## src/rtl/uart_tx_fifo_if.sv

```systemverilog
// Host write port and UART request handshake of the transmit buffer, bundled
// so the FIFO and its host/UART side share one connection.
interface uart_tx_fifo_if #(
    parameter int AW = 4
);
    logic          iWR;
    logic [7:0]    iWDATA;
    logic          oFULL;
    logic          oEMPTY;
    logic [AW:0]   oCOUNT;
    logic          oOVF;
    logic          oTO;
    logic          oUT;
    logic [7:0]    oUTDATA;
    logic          iUT_DONE;

    modport slave (
        input  iWR, iWDATA, iUT_DONE,
        output oFULL, oEMPTY, oCOUNT, oOVF, oTO, oUT, oUTDATA
    );

    modport master (
        output iWR, iWDATA, iUT_DONE,
        input  oFULL, oEMPTY, oCOUNT, oOVF, oTO, oUT, oUTDATA
    );
endinterface

```

## src/rtl/uart_tx_fifo.sv

```systemverilog
// Transmit FIFO plus request sequencer: hands one byte at a time to the UART
// and pops it only once the UART reports the frame finished.
module uart_tx_fifo #(
    parameter int DEPTH   = 16,
    parameter int AW      = 4,
    parameter int TIMEOUT = 1024
) (
    input logic           iCLK,
    input logic           iRST,
    uart_tx_fifo_if.slave bus
);
    localparam int TW = (TIMEOUT > 1) ? $clog2(TIMEOUT) : 1;

    typedef enum logic [1:0] {
        S_IDLE = 2'd0,
        S_REQ  = 2'd1,
        S_BUSY = 2'd2,
        S_GAP  = 2'd3
    } state_e;

    state_e          state_q, state_d;
    logic [7:0]      mem_q [DEPTH];
    logic [7:0]      mem_d [DEPTH];
    logic [AW-1:0]   wr_ptr_q, wr_ptr_d;
    logic [AW-1:0]   rd_ptr_q, rd_ptr_d;
    logic [AW:0]     count_q, count_d;
    logic            full_q, full_d;
    logic            empty_q, empty_d;
    logic            ovf_q, ovf_d;
    logic            to_q, to_d;
    logic            ut_q, ut_d;
    logic [7:0]      utdata_q, utdata_d;
    logic [TW-1:0]   timer_q, timer_d;
    logic [1:0]      gap_q, gap_d;
    logic            push, pop;

    assign push = bus.iWR & ~full_q;
    assign pop  = (state_q == S_BUSY) & bus.iUT_DONE;

    always_comb begin
        mem_d    = mem_q;
        wr_ptr_d = wr_ptr_q;
        rd_ptr_d = rd_ptr_q;
        count_d  = count_q;
        if (push) begin
            mem_d[wr_ptr_q] = bus.iWDATA;
            wr_ptr_d        = wr_ptr_q + AW'(1);
        end
        if (pop) begin
            rd_ptr_d = rd_ptr_q + AW'(1);
        end
        if (push && !pop) begin
            count_d = count_q + (AW+1)'(1);
        end else if (!push && pop) begin
            count_d = count_q - (AW+1)'(1);
        end
        full_d  = (count_d == (AW+1)'(DEPTH));
        empty_d = (count_d == '0);
        ovf_d   = bus.iWR & full_q;
    end

    always_comb begin
        state_d = state_q;
        case (state_q)
            S_IDLE: if (!empty_q && bus.iUT_DONE) state_d = S_REQ;
            S_REQ: begin
                if (!bus.iUT_DONE) begin
                    state_d = S_BUSY;
                end else if (timer_q == TW'(TIMEOUT - 1)) begin
                    state_d = S_GAP;
                end
            end
            S_BUSY: if (bus.iUT_DONE) state_d = S_GAP;
            S_GAP:  if (gap_q == 2'd2) state_d = S_IDLE;
            default: state_d = S_IDLE;
        endcase
    end

    // Data is loaded on IDLE->REQ and oUT rises one cycle later, so the UART
    // always samples settled data on the request edge. Timeouts also pass
    // through GAP so every oUT low period satisfies the UART synchronizer.
    always_comb begin
        ut_d     = 1'b0;
        utdata_d = utdata_q;
        to_d     = 1'b0;
        timer_d  = timer_q;
        gap_d    = '0;
        case (state_q)
            S_IDLE: begin
                if (state_d == S_REQ) begin
                    utdata_d = mem_q[rd_ptr_q];
                    timer_d  = '0;
                end
            end
            S_REQ: begin
                timer_d = timer_q + TW'(1);
                ut_d    = (state_d == S_REQ);
                to_d    = (state_d == S_GAP);
            end
            S_GAP:   gap_d = gap_q + 2'd1;
            default: ;
        endcase
    end

    always_ff @(posedge iCLK) begin
        if (iRST) begin
            state_q  <= S_IDLE;
            wr_ptr_q <= '0;
            rd_ptr_q <= '0;
            count_q  <= '0;
            full_q   <= 1'b0;
            empty_q  <= 1'b1;
            ovf_q    <= 1'b0;
            to_q     <= 1'b0;
            ut_q     <= 1'b0;
            utdata_q <= '0;
            timer_q  <= '0;
            gap_q    <= '0;
        end else begin
            state_q  <= state_d;
            wr_ptr_q <= wr_ptr_d;
            rd_ptr_q <= rd_ptr_d;
            count_q  <= count_d;
            full_q   <= full_d;
            empty_q  <= empty_d;
            ovf_q    <= ovf_d;
            to_q     <= to_d;
            ut_q     <= ut_d;
            utdata_q <= utdata_d;
            timer_q  <= timer_d;
            gap_q    <= gap_d;
        end
    end

    always_ff @(posedge iCLK) begin
        mem_q <= mem_d;
    end

    assign bus.oFULL   = full_q;
    assign bus.oEMPTY  = empty_q;
    assign bus.oCOUNT  = count_q;
    assign bus.oOVF    = ovf_q;
    assign bus.oTO     = to_q;
    assign bus.oUT     = ut_q;
    assign bus.oUTDATA = utdata_q;
endmodule

```

## src/flat_wrapper.sv

```systemverilog
// flat-port wrapper written by rule: the top's interface ports become plain ports
module uart_tx_fifo_flat 
#(
    parameter int DEPTH   = 16,
    parameter int AW      = 4,
    parameter int TIMEOUT = 1024
)
  (iCLK, iRST, bus_iWR, bus_iWDATA, bus_iUT_DONE, bus_oFULL, bus_oEMPTY, bus_oCOUNT, bus_oOVF, bus_oTO, bus_oUT, bus_oUTDATA);
  uart_tx_fifo_if #(.AW(AW)) bus_i ();
  input logic iCLK;
  input logic iRST;
  input wire logic [$bits(bus_i.iWR)-1:0] bus_iWR;
  input wire logic [$bits(bus_i.iWDATA)-1:0] bus_iWDATA;
  input wire logic [$bits(bus_i.iUT_DONE)-1:0] bus_iUT_DONE;
  output wire logic [$bits(bus_i.oFULL)-1:0] bus_oFULL;
  output wire logic [$bits(bus_i.oEMPTY)-1:0] bus_oEMPTY;
  output wire logic [$bits(bus_i.oCOUNT)-1:0] bus_oCOUNT;
  output wire logic [$bits(bus_i.oOVF)-1:0] bus_oOVF;
  output wire logic [$bits(bus_i.oTO)-1:0] bus_oTO;
  output wire logic [$bits(bus_i.oUT)-1:0] bus_oUT;
  output wire logic [$bits(bus_i.oUTDATA)-1:0] bus_oUTDATA;
  assign bus_i.iWR = bus_iWR;
  assign bus_i.iWDATA = bus_iWDATA;
  assign bus_i.iUT_DONE = bus_iUT_DONE;
  assign bus_oFULL = bus_i.oFULL;
  assign bus_oEMPTY = bus_i.oEMPTY;
  assign bus_oCOUNT = bus_i.oCOUNT;
  assign bus_oOVF = bus_i.oOVF;
  assign bus_oTO = bus_i.oTO;
  assign bus_oUT = bus_i.oUT;
  assign bus_oUTDATA = bus_i.oUTDATA;
  uart_tx_fifo #(.DEPTH(DEPTH), .AW(AW), .TIMEOUT(TIMEOUT)) u_core (.iCLK(iCLK), .iRST(iRST), .bus(bus_i));
endmodule
```

## config.mk

```make
export PLATFORM = sky130hd
export DESIGN_NAME = uart_tx_fifo_flat
export DESIGN_NICKNAME = d
export VERILOG_FILES = /design/src/rtl/uart_tx_fifo_if.sv /design/src/rtl/uart_tx_fifo.sv /design/src/flat_wrapper.sv
export SDC_FILE = /design/constraint.sdc
export NUM_CORES = 1
export LEC_CHECK = 0
export BUFFER_PORTS_ARGS = -buffer_cell sky130_fd_sc_hd__buf_2
export CAP_MARGIN = 20
export CORE_ASPECT_RATIO = 1.5
export CORE_MARGIN = 2
export CORE_UTILIZATION = 45
export CTS_BUF_LIST = sky130_fd_sc_hd__clkbuf_8
export CTS_CLUSTER_SIZE = 16
export DETAILED_ROUTE_END_ITERATION = 6
export HOLD_SLACK_MARGIN = 0.05
export PLACE_DENSITY = 0.69
export SKIP_LAST_GASP = 1
export SYNTH_ARGS = -nofsm -noshare
export SYNTH_HDL_FRONTEND = slang
export SYNTH_SLANG_ARGS = --single-unit
```

## constraint.sdc

```tcl
create_clock -name iCLK -period 2.85 [get_ports iCLK]
set_clock_uncertainty 0.05 [all_clocks]
set_input_delay 0.57 -clock iCLK [delete_from_list [all_inputs] [get_ports iCLK]]
set_output_delay 0.57 -clock iCLK [all_outputs]
set_load 0.05 [all_outputs]
```

# Word-level counts from Yosys, hierarchy flattened
# Index checks and enable logic that the tools add are counted.
# totals
ff_bits,168
in_bits,12
output_inout_bits,18
wordCells,84
# op_classes
n_addsub,6
magnitude_cmp,3
n_eq_ne,9
mux,16
n_bitwise,8
n_reduce_logical,14
# ops
op,count
bitwise mux 128 bit,1
binary-select mux 8 bit (select 4 bit),1
demux 8 bit (select 4 bit),1
2-to-1 mux 8 bit,3
one-hot mux 10 bit (2 select lines),1
adder 10 x 1 -> 10 bit (second input constant),1
== test 10 bit (second input constant),1
>= comparator 5 bit (second input constant),2
2-to-1 mux 10 bit,1
2-to-1 mux 2 bit,5
2-to-1 mux 5 bit,2
inverter 4 -> 5 bit,2
adder 4 x 1 -> 4 bit (second input constant),2
== test 2 bit (second input constant),4
one-hot mux 2 bit (4 select lines),1
adder 5 x 1 -> 5 bit (second input constant),1
== test 5 bit (second input constant),1
logical NOT 5 bit,1
less-than comparator 5 x 1 -> 1 bit (second input constant),1
subtractor 5 x 1 -> 5 bit (second input constant),1
== test 2 x 1 -> 1 bit (second input constant),2
logical AND 1 bit,4
AND reduction 2 bit,2
OR reduction 2 bit,2
other kinds (7),13

# Logic depth before layout (Yosys ltp)
# depth
depth_word,7
ltp_mapped,7
depth_no_buf,6

# Least setup slack after synthesis
# OpenSTA, ideal clock, no wires.
# synth_timing
kind,register -> register
start,"register u_core.count_q[0], in the netlist u_core.bus.oCOUNT[0]"
end,"register u_core.full_q, in the netlist u_core.bus.oFULL"
setup_time_ps,87
t_arrival_ps,1991
t_required_ps,2713
setup_slack_ps,722
path_stages_with_launch,7
synth_period_minus_slack_ps,2128
path_cell_list,dfxtp_1 inv_1 ha_1 or3_1 a21oi_1 o22ai_1 nor4b_2
# synth_via
elab_chain_len,4
# synth_rtl
element,line_no,source
start: declaration,uart_tx_fifo.sv:26,"logic [AW:0] count_q, count_d;"
start signal: assignment,uart_tx_fifo.sv:123,count_q <= count_d;
subtractor 5 x 1 -> 5 bit,uart_tx_fifo.sv:55,count_d = count_q - (AW+1)'(1);
2-to-1 mux 5 bit,uart_tx_fifo.sv:54,end else if (!push && pop) begin
2-to-1 mux 5 bit (*),uart_tx_fifo.sv:52,if (push && !pop) begin
== test 5 bit (*),uart_tx_fifo.sv:57,full_d = (count_d == (AW+1)'(DEPTH));
end signal: assignment,uart_tx_fifo.sv:124,full_q <= full_d;
end: declaration,uart_tx_fifo.sv:27,"logic full_q, full_d;"
# Every way passes the cells marked *; elsewhere a longest branch is shown, timed or not.
# A chain may end at the register's enable or synchronous reset.

# Final worst setup path
# layout_timing
start,register u_core.rd_ptr_q[0]
end,"register u_core.utdata_q[7], in the netlist u_core.bus.oUTDATA[7]"
# layout_via
elab_chain_len,4
# layout_rtl
element,line_no,source
start: declaration,uart_tx_fifo.sv:25,"logic [AW-1:0] rd_ptr_q, rd_ptr_d;"
start signal: assignment,uart_tx_fifo.sv:122,rd_ptr_q <= rd_ptr_d;
inverter 4 -> 5 bit (not written as such),uart_tx_fifo.sv:91,utdata_d = mem_q[rd_ptr_q];
binary-select mux 8 bit (select 4 bit),uart_tx_fifo.sv:91,
2-to-1 mux 8 bit (not written as such) (2 in a row),uart_tx_fifo.sv:91,
end signal: assignment,uart_tx_fifo.sv:129,utdata_q <= utdata_d;
end: declaration,uart_tx_fifo.sv:32,"logic [7:0] utdata_q, utdata_d;"
# Every way passes these cells. The select of a mux whose other input is x is not followed.

==> parameters.txt <==
Parameter                              Value

Cells and area
  Util after Layout ... ~52%
  Area used by multi-input combinational logic ... 1920 um^2
  Net count, final ... 492
  Fraction of final layout cells sized beyond drive strength 1 ... between 20% and 30%
  Total inserted antenna cells ... 0
  Synth-to-Final Area Change ... 13.1%
  Fillcell total ... 1210
  Flip-flop and latch area ... 4650 um^2

Yosys
  Parity-gate share of the synthesized area counting xor and xnor cells ... 1.31%
  Cells after Synth ... 419
  Net count of the mapped netlist ... 440
  Fraction of registers with async set/reset ... 0%
  Synthesis-stage register bit count ... about 170
  Share of the synthesized area in the top cell type ... 57.3%
  Post-synthesis average cell area ... 16.0 um^2
  Most frequent cells after synthesis ... edfxtp_1 (128), dfxtp_1 (40), nor2_1 (38)
  Yosys warning count ... 0
  Flip-flop cell with the highest count after synthesis ... edfxtp_1
  Combinational family with the most area after synthesis ... multiplexers
  Count of cell types in the netlist ... 44
  Share of synthesized area occupied by flip-flops and latches ... 69.3%
  Synthesized-area fraction occupied by and/or/nand/nor cells ... 7.80%
  Cell accounting for the most synthesized area ... edfxtp_1
  Netlist area before placement ... around 6700 um^2
  Proportion of synthesized area in mux cells ... 13.1%
  Synth Area in Adders ... 1.68%
  Synth Area in Compound Gates ... 4.72%
  Dominant cell by count in the synthesized netlist ... edfxtp_1
  Synth top area cells ... edfxtp_1 (57%), dfxtp_1 (12%), mux4_2 (11%)
  Number of synthesized flops with an enable pin ... 128

Routing
  Count of vias placed by the detailed router ... 3622
  Total length of routed wires ... between 10 and 15 mm
  Routed wire length per instance ... about 18 um
  ANT nets after route ... 0
  Routed met3 length ... 333 um
  Met1 WL ... approximately 5 mm
  Vias per cell ... 5.33
  Uppermost metal layer occupied by signal nets ... met4
  Detailed-routed wire length on met2 ... 7.02 mm
  Number of detailed-route iterations in the first pass ... 4
  Drc violations ... 0
  Initial DRC count ... 260

Job
  Maximum Capacitance Violations ... 0

CTS
  Clock transition time at the flip-flop clock pins of the worst setup and hold paths ... 90 ps
  Number of instances resized during post-cts repair ... 0
  Cell chosen for the clock root ... clkbuf_8
  Clock tree from TritonCTS ... done
  CTS max path bufs ... 2
  Post-CTS Setup Bufs ... 0
  CTS Hold Buffers Added ... 0
  H-tree levels ... 4
  Total number of clock tree sinks ... 168
  Worst skew pair latency ... 440 ps
  CTS buffer count ... 17

GRT
  Overall overflow remaining after global route ... 0
  Tot GR Track Use ... approximately 17%
  Global-route wire length before repair ... 20.1 mm
  Pin count of the biggest net entering global routing ... 33
  Via count of the first global-routing pass ... 3670
  Antenna violations before repair ... 0

Floorplan
  Die H ... 154 um
  Starting density of the core ... 46.0%
  Die Span X ... between 100 and 150 um
  Core box area ... 14600 um^2
  Std-Cell Rows ... 54
  Full die area ... between 15000 and 20000 um^2
  I/O pins ... 30

Pwr
  Power spent charging and discharging nets ... 1.11 mW
  Switching power as a share of total power ... 24.1%
  Power after layout ... between 4 and 5 mW
  Static Leakage ... 2.56 nW
  Cell-internal power ... ~3.5 mW
  Max rail drop VDD ... 0.329 mV
  Part of the power in registers ... between 50 and 60%
  Power density cells ... ~600 nW/um^2
  Gate power share ... 6.6%
  Clk pwr share ... 34.8%

Place
  Count of input and output buffers ... 29
  RePlAce Congestion ... ~0.80
  Half-perimeter wire length after detailed placement ... 8.91 mm

STA
  Count of final setup violators ... 0
  Max-slew violation count ... 0
  Measured slew at the worst slew-check pin ... 637 ps
  RSZ-0062 raised after global routing ... no
  Shortest clock period the worst path allows after layout ... 2120 ps
  Setup TNS ... 0 ps
  Ratio of final minimum period to clock period ... 74.4%
  Post-route worst hold slack ... 350 ps
  Achievable Freq ... about 470 MHz
  Max_slew headroom ... approximately 57%
  Number of hold-slack violations in the final timing report ... 0

Critical path
  Buf/Inv on CP ... 1
  WP data required ... 3140 ps
  Ordered list of cells on the worst path ... buf_12 > mux4_2 > mux2i_1 > o22ai_1 > a21o_1
  Critical path type ... register to register
  Worst-path cell with the longest stage delay ... dfxtp_2
  CP endpoint kind ... register
  Kind of cell adding the most delay to the critical path ... multiplexers
  Critical path arrival ... 2400 ps
  Largest incremental delay on the critical path ... 690 ps
  Maximum net fanout on the critical path ... 15
  Kind of start point of the critical path ... register

Outcome
  Status ... finished clean

Worst hold path
  Worst min-delay path category ... input port to register
state kept, by name, indices dropped and copies added, names as in the netlist:
name	count
u_core.wr_ptr_q	4
u_core.bus.oFULL	1
u_core.bus.oEMPTY	1
u_core.bus.oCOUNT	5
u_core.timer_q	10
u_core.bus.oOVF	1
u_core.state_q	2
u_core.bus.oUT	1
u_core.bus.oTO	1
u_core.rd_ptr_q	4
u_core.bus.oUTDATA	8
u_core.gap_q	2
u_core.mem_q	128
cell families (layout without fill, tap and decap cells):
kind of cell	after synthesis	in the layout
flip-flops	168	168
buffers and inverters	29	94
AO/OA/AOI/OAI	48	48
adder cells (fa/ha/maj)	9	9
XOR/XNOR	10	10
AND/OR/NAND/NOR	107	107
multiplexers	48	48
cell type report:
| cell class | count | share of cell area, % |
|---|---|---|
| timing repair buffer | 55 | 4.82 |
| sequential | 168 | 61.3 |
| inverter | 7 | 0.346 |
| multi-input combinational | 222 | 25.3 |
| tap | 196 | 3.23 |
| clock buffer | 18 | 3.27 |
| clock inverter | 14 | 1.77 |
path summary, 6_finish.rpt:
path	from	endpoint	slack [ps]	cells after the start
setup / recovery	u_core.rd_ptr_q[0]	u_core.bus.oUTDATA[7]	730	5
setup reg to reg	u_core.rd_ptr_q[0]	u_core.bus.oUTDATA[7]	730	5
hold reg to reg	u_core.gap_q[0]	u_core.gap_q[0]	370	1
hold / removal	bus_iWR	u_core.bus.oOVF	350	2
power groups by stage:
stage                     registers (mW)  clock network (mW)  logic [mW]
after global placement              2.77                   0       0.297
after floorplan                     2.81                   0       0.158
after CTS                           2.71                1.67       0.310
final                               2.71                1.61       0.306
after detailed placement            2.77                   0       0.309
after global routing                2.72                1.76       0.335
worst reg2reg max path, cell delays in order (launching register included):
cell     delay (ps)
dfxtp_2         690
buf_12          240
mux4_2          510
mux2i_1         260
o22ai_1         110
a21o_1          160
placed cells by master, fill, tap and decap left out, types with 4 or more instances in the layout:
cell type / count
o21ai_0: 6
nand4_1: 4
nand2b_1: 5
nand3_1: 8
xor2_1: 5
mux4_2: 32
and2_1: 4
clkbuf_8: 18
buf_4: 24
inv_6: 7
o22ai_1: 9
a21oi_1: 10
nor2_1: 38
nor3_1: 10
edfxtp_1: 128
a21o_1: 8
mux2i_1: 16
dfxtp_1: 39
xnor2_1: 5
nand2_1: 20
buf_2: 29
ha_1: 9
inv_1: 7
a211oi_1: 4
routing by layer:
| metal | vias up | GRT usage (%) |
|---|---|---|
| met2 | 62 | 30.4 |
| li1 | 1721 | - |
| met1 | 1827 | 19.1 |
| met3 | 12 | 3.94 |
| met5 | - | 0 |
| met4 | 0 | 5.66 |
metrics by stage:
| stage | instances | cell area [um^2] | worst slack [ps] |
|---|---|---|---|
| final | 680 | 7580 | 731 |
| after global routing | 680 | 7580 | 577 |
| after CTS | 680 | 7580 | 684 |
| after detailed placement | 648 | 7200 | 685 |
| after global placement | 648 | 7200 | 762 |
| after floorplan | 419 | 6710 | 722 |
No activity file was read; power rests on OpenSTA's default activity.
